**src/rtl/mouse_axis_pkg.sv**
```systemverilog
// Shared types, bus field positions and arithmetic helpers for the mouse-to-analog-stick emulator.
package mouse_axis_pkg;

  localparam int AW_DEF = 8;
  localparam int DW     = 9;

  localparam int MB_TOG = 24;
  localparam int MB_XD  = 8;
  localparam int MB_YD  = 16;
  localparam int MB_XS  = 4;
  localparam int MB_YS  = 5;
  localparam int MB_BTN = 0;

  typedef enum logic {
    ST_IDLE = 1'b0,
    ST_EMU  = 1'b1
  } port_state_e;

  // Signed add, saturated to the range of a w-bit two's complement value.
  function automatic int sat_add(input int a, input int b, input int w);
    int s;
    int hi;
    int lo;
    hi = (1 << (w - 1)) - 1;
    lo = -(1 << (w - 1));
    s  = a + b;
    if (s > hi) return hi;
    if (s < lo) return lo;
    return s;
  endfunction

  function automatic int toward_zero(input int a, input int step);
    if (a > step) return a - step;
    if (a < -step) return a + step;
    return 0;
  endfunction

endpackage

```
**src/rtl/mouse_axis_acc.sv**
```systemverilog
// One emulated axis: mouse delta shift/clamp/invert feeding a saturating position accumulator
// with clear and an optional recentring decay request.
module mouse_axis_acc
  import mouse_axis_pkg::*;
#(
  parameter int AW         = AW_DEF,
  parameter int SENS_SHIFT = 1,
  parameter int DCLAMP     = 10,
  parameter int DECAY_STEP = 2
) (
  input  logic          clk,
  input  logic          reset,
  input  logic          i_clear,
  input  logic          i_event,
  input  logic          i_decay,
  input  logic [7:0]    i_data,
  input  logic          i_sign,
  input  logic          i_invert,
  output logic [AW-1:0] o_acc
);

  logic signed [DW-1:0] w_raw;
  logic signed [31:0]   w_d;
  logic signed [31:0]   w_cl;
  logic signed [31:0]   w_dl;
  logic signed [31:0]   w_acc32;
  logic signed [31:0]   w_sum;
  logic signed [31:0]   w_dec;
  logic signed [AW:0]   r_acc;
  logic                 r_decay_pend;
  logic                 w_unused;

  assign w_raw = {i_sign, i_data};

  always_comb begin
    w_d  = 32'(w_raw) >>> SENS_SHIFT;
    w_cl = w_d;
    if (w_d > DCLAMP) begin
      w_cl = DCLAMP;
    end else if (w_d < -DCLAMP) begin
      w_cl = -DCLAMP;
    end
  end

  assign w_dl    = i_invert ? -w_cl : w_cl;
  assign w_acc32 = 32'(r_acc);
  assign w_sum   = sat_add(w_acc32, w_dl, AW);
  assign w_dec   = toward_zero(w_acc32, DECAY_STEP);

  // A decay request that lands on a report cycle is deferred by one cycle.
  always_ff @(posedge clk) begin
    if (reset || i_clear) begin
      r_acc        <= '0;
      r_decay_pend <= 1'b0;
    end else if (i_event) begin
      r_acc        <= w_sum[AW:0];
      r_decay_pend <= i_decay;
    end else begin
      if (i_decay || r_decay_pend) begin
        r_acc <= w_dec[AW:0];
      end
      r_decay_pend <= 1'b0;
    end
  end

  assign o_acc    = r_acc[AW-1:0];
  assign w_unused = ^{w_sum[31:AW+1], w_dec[31:AW+1]};

endmodule

```
**src/rtl/mouse_axis_emu.sv**
```systemverilog
// Mouse-to-analog-stick emulator for NCH joystick ports in the video clock domain.
// Define MOUSE_AXIS_DECAY_EN to recentre the emulated stick on each vblank rising edge.
module mouse_axis_emu
  import mouse_axis_pkg::*;
#(
  parameter int NCH        = 4,
  parameter int AW         = AW_DEF,
  parameter int SENS_SHIFT = 1,
  parameter int DCLAMP     = 10,
  parameter int DECAY_STEP = 2
) (
  input  logic                clk,
  input  logic                reset,
  input  logic [24:0]         ps2_mouse,
  input  logic                vblank,
  input  logic [2:0]          target_sel,
  input  logic                invert_x,
  input  logic                invert_y,
  input  logic                halt,
  input  logic [NCH*16-1:0]   joya_in,
  output logic [NCH*AW-1:0]   ax_out,
  output logic [NCH*AW-1:0]   ay_out,
  output logic [NCH*2-1:0]    mbtn_out,
  output logic [NCH-1:0]      emu_active
);

  logic              r_tog_s1;
  logic              r_tog_s2;
  logic              r_tog_ref;
  logic [2:0]        r_sel_prev;
  logic [1:0]        r_btn;
  logic              w_event;
  logic              w_sel_chg;
  logic              w_sel_valid;
  logic              w_acc_clr;
  logic              w_acc_evt;
  logic              w_decay;
  logic              w_unused;
  logic [NCH-1:0]    w_sel_oh;
  logic [NCH-1:0]    w_joy_nz;
  logic [NCH-1:0]    w_emu;
  logic [AW-1:0]     w_acc_x;
  logic [AW-1:0]     w_acc_y;
  logic [NCH*AW-1:0] w_ax_nx;
  logic [NCH*AW-1:0] w_ay_nx;
  logic [NCH*2-1:0]  w_btn_nx;

  // Sync chain runs through reset so the reference tracks any toggle edge seen during it.
  always_ff @(posedge clk) begin
    r_tog_s1   <= ps2_mouse[MB_TOG];
    r_tog_s2   <= r_tog_s1;
    r_tog_ref  <= r_tog_s2;
    r_sel_prev <= target_sel;
  end

  assign w_event     = r_tog_s2 ^ r_tog_ref;
  assign w_sel_chg   = target_sel != r_sel_prev;
  assign w_sel_valid = |w_sel_oh;
  assign w_acc_clr   = halt | w_sel_chg | ~w_sel_valid | (|(w_joy_nz & w_sel_oh));
  assign w_acc_evt   = w_event & ~w_acc_clr;

  always_ff @(posedge clk) begin
    if (reset) begin
      r_btn <= 2'b00;
    end else if (w_acc_evt) begin
      r_btn <= ps2_mouse[MB_BTN +: 2];
    end
  end

`ifdef MOUSE_AXIS_DECAY_EN
  logic r_vb_prev;

  always_ff @(posedge clk) begin
    if (reset) begin
      r_vb_prev <= 1'b0;
    end else begin
      r_vb_prev <= vblank;
    end
  end

  assign w_decay  = vblank & ~r_vb_prev & (|(w_emu & w_sel_oh));
  assign w_unused = ^{ps2_mouse[7:6], ps2_mouse[3:2]};
`else
  assign w_decay  = 1'b0;
  assign w_unused = ^{ps2_mouse[7:6], ps2_mouse[3:2], vblank};
`endif

  mouse_axis_acc #(
    .AW(AW), .SENS_SHIFT(SENS_SHIFT), .DCLAMP(DCLAMP), .DECAY_STEP(DECAY_STEP)
  ) u_acc_x (
    .clk(clk), .reset(reset), .i_clear(w_acc_clr), .i_event(w_acc_evt), .i_decay(w_decay),
    .i_data(ps2_mouse[MB_XD +: 8]), .i_sign(ps2_mouse[MB_XS]), .i_invert(invert_x),
    .o_acc(w_acc_x)
  );

  mouse_axis_acc #(
    .AW(AW), .SENS_SHIFT(SENS_SHIFT), .DCLAMP(DCLAMP), .DECAY_STEP(DECAY_STEP)
  ) u_acc_y (
    .clk(clk), .reset(reset), .i_clear(w_acc_clr), .i_event(w_acc_evt), .i_decay(w_decay),
    .i_data(ps2_mouse[MB_YD +: 8]), .i_sign(ps2_mouse[MB_YS]), .i_invert(invert_y),
    .o_acc(w_acc_y)
  );

  genvar gi;
  generate
    for (gi = 0; gi < NCH; gi++) begin : g_port
      port_state_e r_state;
      port_state_e w_state_next;
      logic        w_clr;
      logic [7:0]  w_jx;
      logic [7:0]  w_jy;
      logic [AW-1:0] w_jx_aw;
      logic [AW-1:0] w_jy_aw;

      assign w_jx          = joya_in[gi*16 +: 8];
      assign w_jy          = joya_in[gi*16+8 +: 8];
      assign w_sel_oh[gi]  = target_sel == 3'(gi);
      assign w_joy_nz[gi]  = |joya_in[gi*16 +: 16];
      assign w_clr         = w_joy_nz[gi] | halt | w_sel_chg;

      always_ff @(posedge clk) begin
        if (reset) begin
          r_state <= ST_IDLE;
        end else begin
          r_state <= w_state_next;
        end
      end

      always_comb begin
        w_state_next = r_state;
        case (r_state)
          ST_IDLE: if (!w_clr && w_event && w_sel_oh[gi]) w_state_next = ST_EMU;
          ST_EMU:  if (w_clr) w_state_next = ST_IDLE;
        endcase
      end

      assign w_emu[gi] = r_state == ST_EMU;

      if (AW >= 8) begin : g_ext
        assign w_jx_aw = {{(AW-7){w_jx[7]}}, w_jx[6:0]};
        assign w_jy_aw = {{(AW-7){w_jy[7]}}, w_jy[6:0]};
      end else begin : g_trunc
        assign w_jx_aw = w_jx[AW-1:0];
        assign w_jy_aw = w_jy[AW-1:0];
      end

      assign w_ax_nx[gi*AW +: AW] = w_emu[gi] ? w_acc_x : w_jx_aw;
      assign w_ay_nx[gi*AW +: AW] = w_emu[gi] ? w_acc_y : w_jy_aw;
      assign w_btn_nx[gi*2 +: 2]  = w_emu[gi] ? r_btn : 2'b00;
    end
  endgenerate

  always_ff @(posedge clk) begin
    if (reset) begin
      ax_out     <= '0;
      ay_out     <= '0;
      mbtn_out   <= '0;
      emu_active <= '0;
    end else begin
      ax_out     <= w_ax_nx;
      ay_out     <= w_ay_nx;
      mbtn_out   <= w_btn_nx;
      emu_active <= w_emu;
    end
  end

endmodule

```
**config.mk**
```make
export PLATFORM = sky130hd
export DESIGN_NAME = mouse_axis_emu
export DESIGN_NICKNAME = d
export VERILOG_FILES = /design/src/rtl/mouse_axis_pkg.sv /design/src/rtl/mouse_axis_acc.sv /design/src/rtl/mouse_axis_emu.sv
export SDC_FILE = /design/constraint.sdc
export NUM_CORES = 1
export LEC_CHECK = 0
export ABC_AREA = 1
export CORE_MARGIN = 5
export CORE_UTILIZATION = 46
export CTS_BUF_LIST = sky130_fd_sc_hd__clkbuf_4 sky130_fd_sc_hd__clkbuf_8 sky130_fd_sc_hd__clkbuf_16
export DETAILED_ROUTE_END_ITERATION = 6
export PLACE_DENSITY = 0.71
export SLEW_MARGIN = 20
export SYNTH_ARGS = -nofsm -noshare
export SYNTH_HDL_FRONTEND = slang
export SYNTH_SLANG_ARGS = --single-unit
export TNS_END_PERCENT = 30
```
**constraint.sdc**
```tcl
create_clock -name clk -period 5.98 [get_ports clk]
set_input_delay 1.794 -clock clk [delete_from_list [all_inputs] [get_ports clk]]
set_output_delay 1.794 -clock clk [all_outputs]
set_load 0.005 [all_outputs]
```
==> results.tsv <==
stage	metric	value	unit
critical_path	critical path class	input pin to flop	
synthesis	cell area after synthesis	0.009589	sq mm
routing	residual DRC count	0	
critical_path	CP most frequent cell	nand2_1	
timing	Hold Fails Final Rpt	0	
floorplan	io pins	174	
synthesis	Main synth FF type	dfxtp_1	
synthesis	post-synth cell types	40	
clock_tree	CTS Buffer Depth	2	
synthesis	Syn Area/Cell	5.681	sq um
clock_tree	H-tree Lvls	3	
routing	ANT nets after route	0	
routing	drt pass-1 iters	5	
clock_tree	Clock Tree Root	clkbuf_16	
synthesis	Post-synth EDFFs	0	
routing	violation count after the first detailed-route iteration	906	
global_routing	initial antenna violation count	0	
global_routing	Overall Global Routing Usage	26.80	%
global_routing	largest net degree at the start of global routing	39	
power	pwr/cell area	140.2	mW/mm^2
synthesis	count leader, synth	nand2_1	
synthesis	syn nets	1858	
routing	drt via density	5.208	
final_layout	fillers	1763	
critical_path	worst-path fanout max	7	
place	Post-DP HPWL	26730	microns
clock_tree	CTS tree	built	
synthesis	register bit count reported by yosys	106	
synthesis	sequential element share of the synthesized area	22.13	%
place	Placed Cells	2251	
final_layout	utilization after layout	69.94	%
synthesis	asr flop ratio synth	0	%
timing	actual slew at the worst max-slew pin	1.124	ns
critical_path	slowest cell delay on critical path	0.34	ns
global_routing	first-pass GRT wire length	52790	microns
floorplan	Core Area	0.02036	sq mm
global_routing	Congestion Overflow GR	0	
timing	Fin Clk Skew	0.008112	ns
power	Leak	7.393	nW
synthesis	Synth area leader	dfxtp_1	
routing	Routed WL per cell	15.01	microns
critical_path	Worst setup SP type	input pin	
timing	Slew Limit Fails	0	
floorplan	Die Y	154.4	microns
synthesis	synth top area cells	dfxtp_1 22%, nand2_1 20%, nor2_1 11%	
clock_tree	TritonCTS Buffers	9	
timing	Final setup viols	0	
floorplan	Initial Util	47.09	%
timing	fin crit period	5.923	ns
critical_path	Crit path required time	6.22	ns
timing	Rel. slew slack	25.00	%
min_path	hold crit path type	flop to flop	
timing	RSZ-0062 raised after global routing	true	
clock_tree	clock sink total	106	
critical_path	CP endpoint kind	flop	
synthesis	Synth top area share	22.13	%
floorplan	die area	0.02383	sq mm
synthesis	YS warnings	0	
global_routing	vias in the first global route	10910	
final_layout	final non-filler cell total	2295	
final_layout	diode count	0	
floorplan	FP Rows	52	
final_layout	area of the multi-input gates	0.007422	sq mm
clock_tree	Reg clk slew, reported paths	0.07	ns
clock_tree	Post-CTS Hold Buffers	0	
timing	fmax	0.1688	GHz
final_layout	fraction of layout cells with a size suffix above 1	22.72	%
flow_run	max_cap viols	0	
critical_path	slowest library cell on the worst path	ha_4	
synthesis	cell count after synthesis	1688	
timing	period utilisation layout	99.05	%
routing	Routed WL	34440	microns
final_layout	Nets	2191	
place	PortBufs	166	
final_layout	Reg area	0.002122	sq mm
floorplan	Chip Width	154.4	microns
clock_tree	clk_lat worst skew	0.35	ns
synthesis	most common library cells after synthesis	513 x nand2_1, 269 x nor2_1, 240 x inv_1	
routing	via count	11950	
power	largest vdd supply drop	0.1894	mV
critical_path	worst path arrival time	6.16	ns
final_layout	layout overhead on the synthesized area	48.54	%
run_status	status	completed	
place	Placer Congestion	0.9488	
-- report_power, final --
group	switching, mW	internal, mW
clock	0.277	0.287
combinational	0.367	0.326
sequential	0.00888	0.731
-- cells by family (layout without fill, tap and decap cells) --
group / Yosys count / in the layout / synth area share (%)
AO/OA/AOI/OAI: 197 / 197 / 11.00
XOR/XNOR: 29 / 29 / 2.805
adder cells (fa/ha/maj): 72 / 72 / 9.551
buffers and inverters: 290 / 626 / 11.44
flip-flops: 106 / 106 / 22.13
AND/OR/NAND/NOR: 994 / 995 / 43.07
-- worst max-delay path, delay by kind of cell --
kind                     cells  cell delay [ns]
buffers and inverters        6             0.73
AO/OA/AOI/OAI                4             0.39
AND/OR/NAND/NOR             18             2.11
adder cells (fa/ha/maj)      4             1.13
-- per-stage QoR --
step           hold WS [ns]  instance area, sq um  setup TNS (ns)  setup WS (ns)  power, mW
6_report             0.3333                 14240               0        0.05696      1.997
5_1_grt              0.3465                 14240          -1.534        -0.1489      2.092
4_1_cts              0.3365                 13360         -0.6677        -0.1105      1.931
3_5_place_dp         0.3205                 12660          -11.92        -0.8022      1.348
3_3_place_gp         0.3128                 12660          -10.56        -0.7024      1.340
2_1_floorplan        0.3096                  9589               0         0.3845      1.055
-- per-layer routing --
layer	global-route usage (%)	part of all wire [%]	up-vias	routed length (microns)
li1	-	-	5996	-
met3	3.241	6.8	87	2357
met2	46.71	48	481	16420
met5	0	0	-	0
met1	33.51	41	5388	14290
met4	11.02	4.0	0	1370
-- layout make-up --
type,instances,area share (%)
Multi-Input combinational cell,1293,52.11
Timing Repair Buffer,355,21.86
Clock buffer,9,1.581
Tap cell,270,2.372
Sequential cell,106,14.90
Clock inverter,6,0.3514
Inverter,256,6.834
-- what timing repair did --
action                                  4_1_cts  5_1_grt
pin swaps                                    46       88
endpoints found under the setup margin       18       18
buffers inserted                             20        8
gates cloned                                  0        1
resized for setup                            80      210
-- sequential cells by signal, indices dropped and copies added (netlist names) --
signal          cells
r_btn               2
r_tog_ref           1
u_acc_y.r_acc       9
emu_active          4
r_tog_s2            1
u_acc_x.r_acc       9
ax_out             32
g_port.r_state      4
r_sel_prev          3
ay_out             32
mbtn_out            8
r_tog_s1            1
-- layout by cell type, fill, tap and decap left out, types with 4 or more instances in the layout --
| master | n |
|---|---|
| inv_6 | 4 |
| clkbuf_2 | 4 |
| nand2_2 | 60 |
| clkbuf_16 | 9 |
| nor3_1 | 14 |
| nor4_1 | 16 |
| nor3_2 | 10 |
| a21oi_1 | 60 |
| a21oi_4 | 9 |
| ha_1 | 45 |
| dlymetal6s2s_1 | 8 |
| nand4_1 | 25 |
| nand2_1 | 450 |
| o21ai_0 | 86 |
| nor2_4 | 15 |
| inv_2 | 24 |
| xor2_2 | 4 |
| nand2_4 | 19 |
| clkinv_1 | 8 |
| clkdlybuf4s50_1 | 150 |
| xnor2_1 | 8 |
| nor2_2 | 27 |
| nand3_1 | 93 |
| ha_4 | 19 |
| inv_1 | 222 |
| nand3_2 | 12 |
| buf_4 | 184 |
| nand3_4 | 6 |
| xor2_1 | 17 |
| dfxtp_1 | 106 |
| ha_2 | 6 |
| nor2_1 | 236 |
| a21oi_2 | 31 |
-- final timing paths --
check	start	end	slack (ns)	cells past startpoint
worst max register to register	u_acc_x.r_acc[8]$_SDFFE_PP0P_	u_acc_x.r_acc[5]$_SDFFE_PP0P_	2.56	18
worst min-delay path	r_tog_s1$_DFF_P_	r_tog_s2$_DFF_P_	0.33	0
worst max-delay path	ps2_mouse[10]	u_acc_x.r_acc[5]$_SDFFE_PP0P_	0.06	32
worst min register to register	r_tog_s1$_DFF_P_	r_tog_s2$_DFF_P_	0.33	0
(Power assumes the default switching activity.)
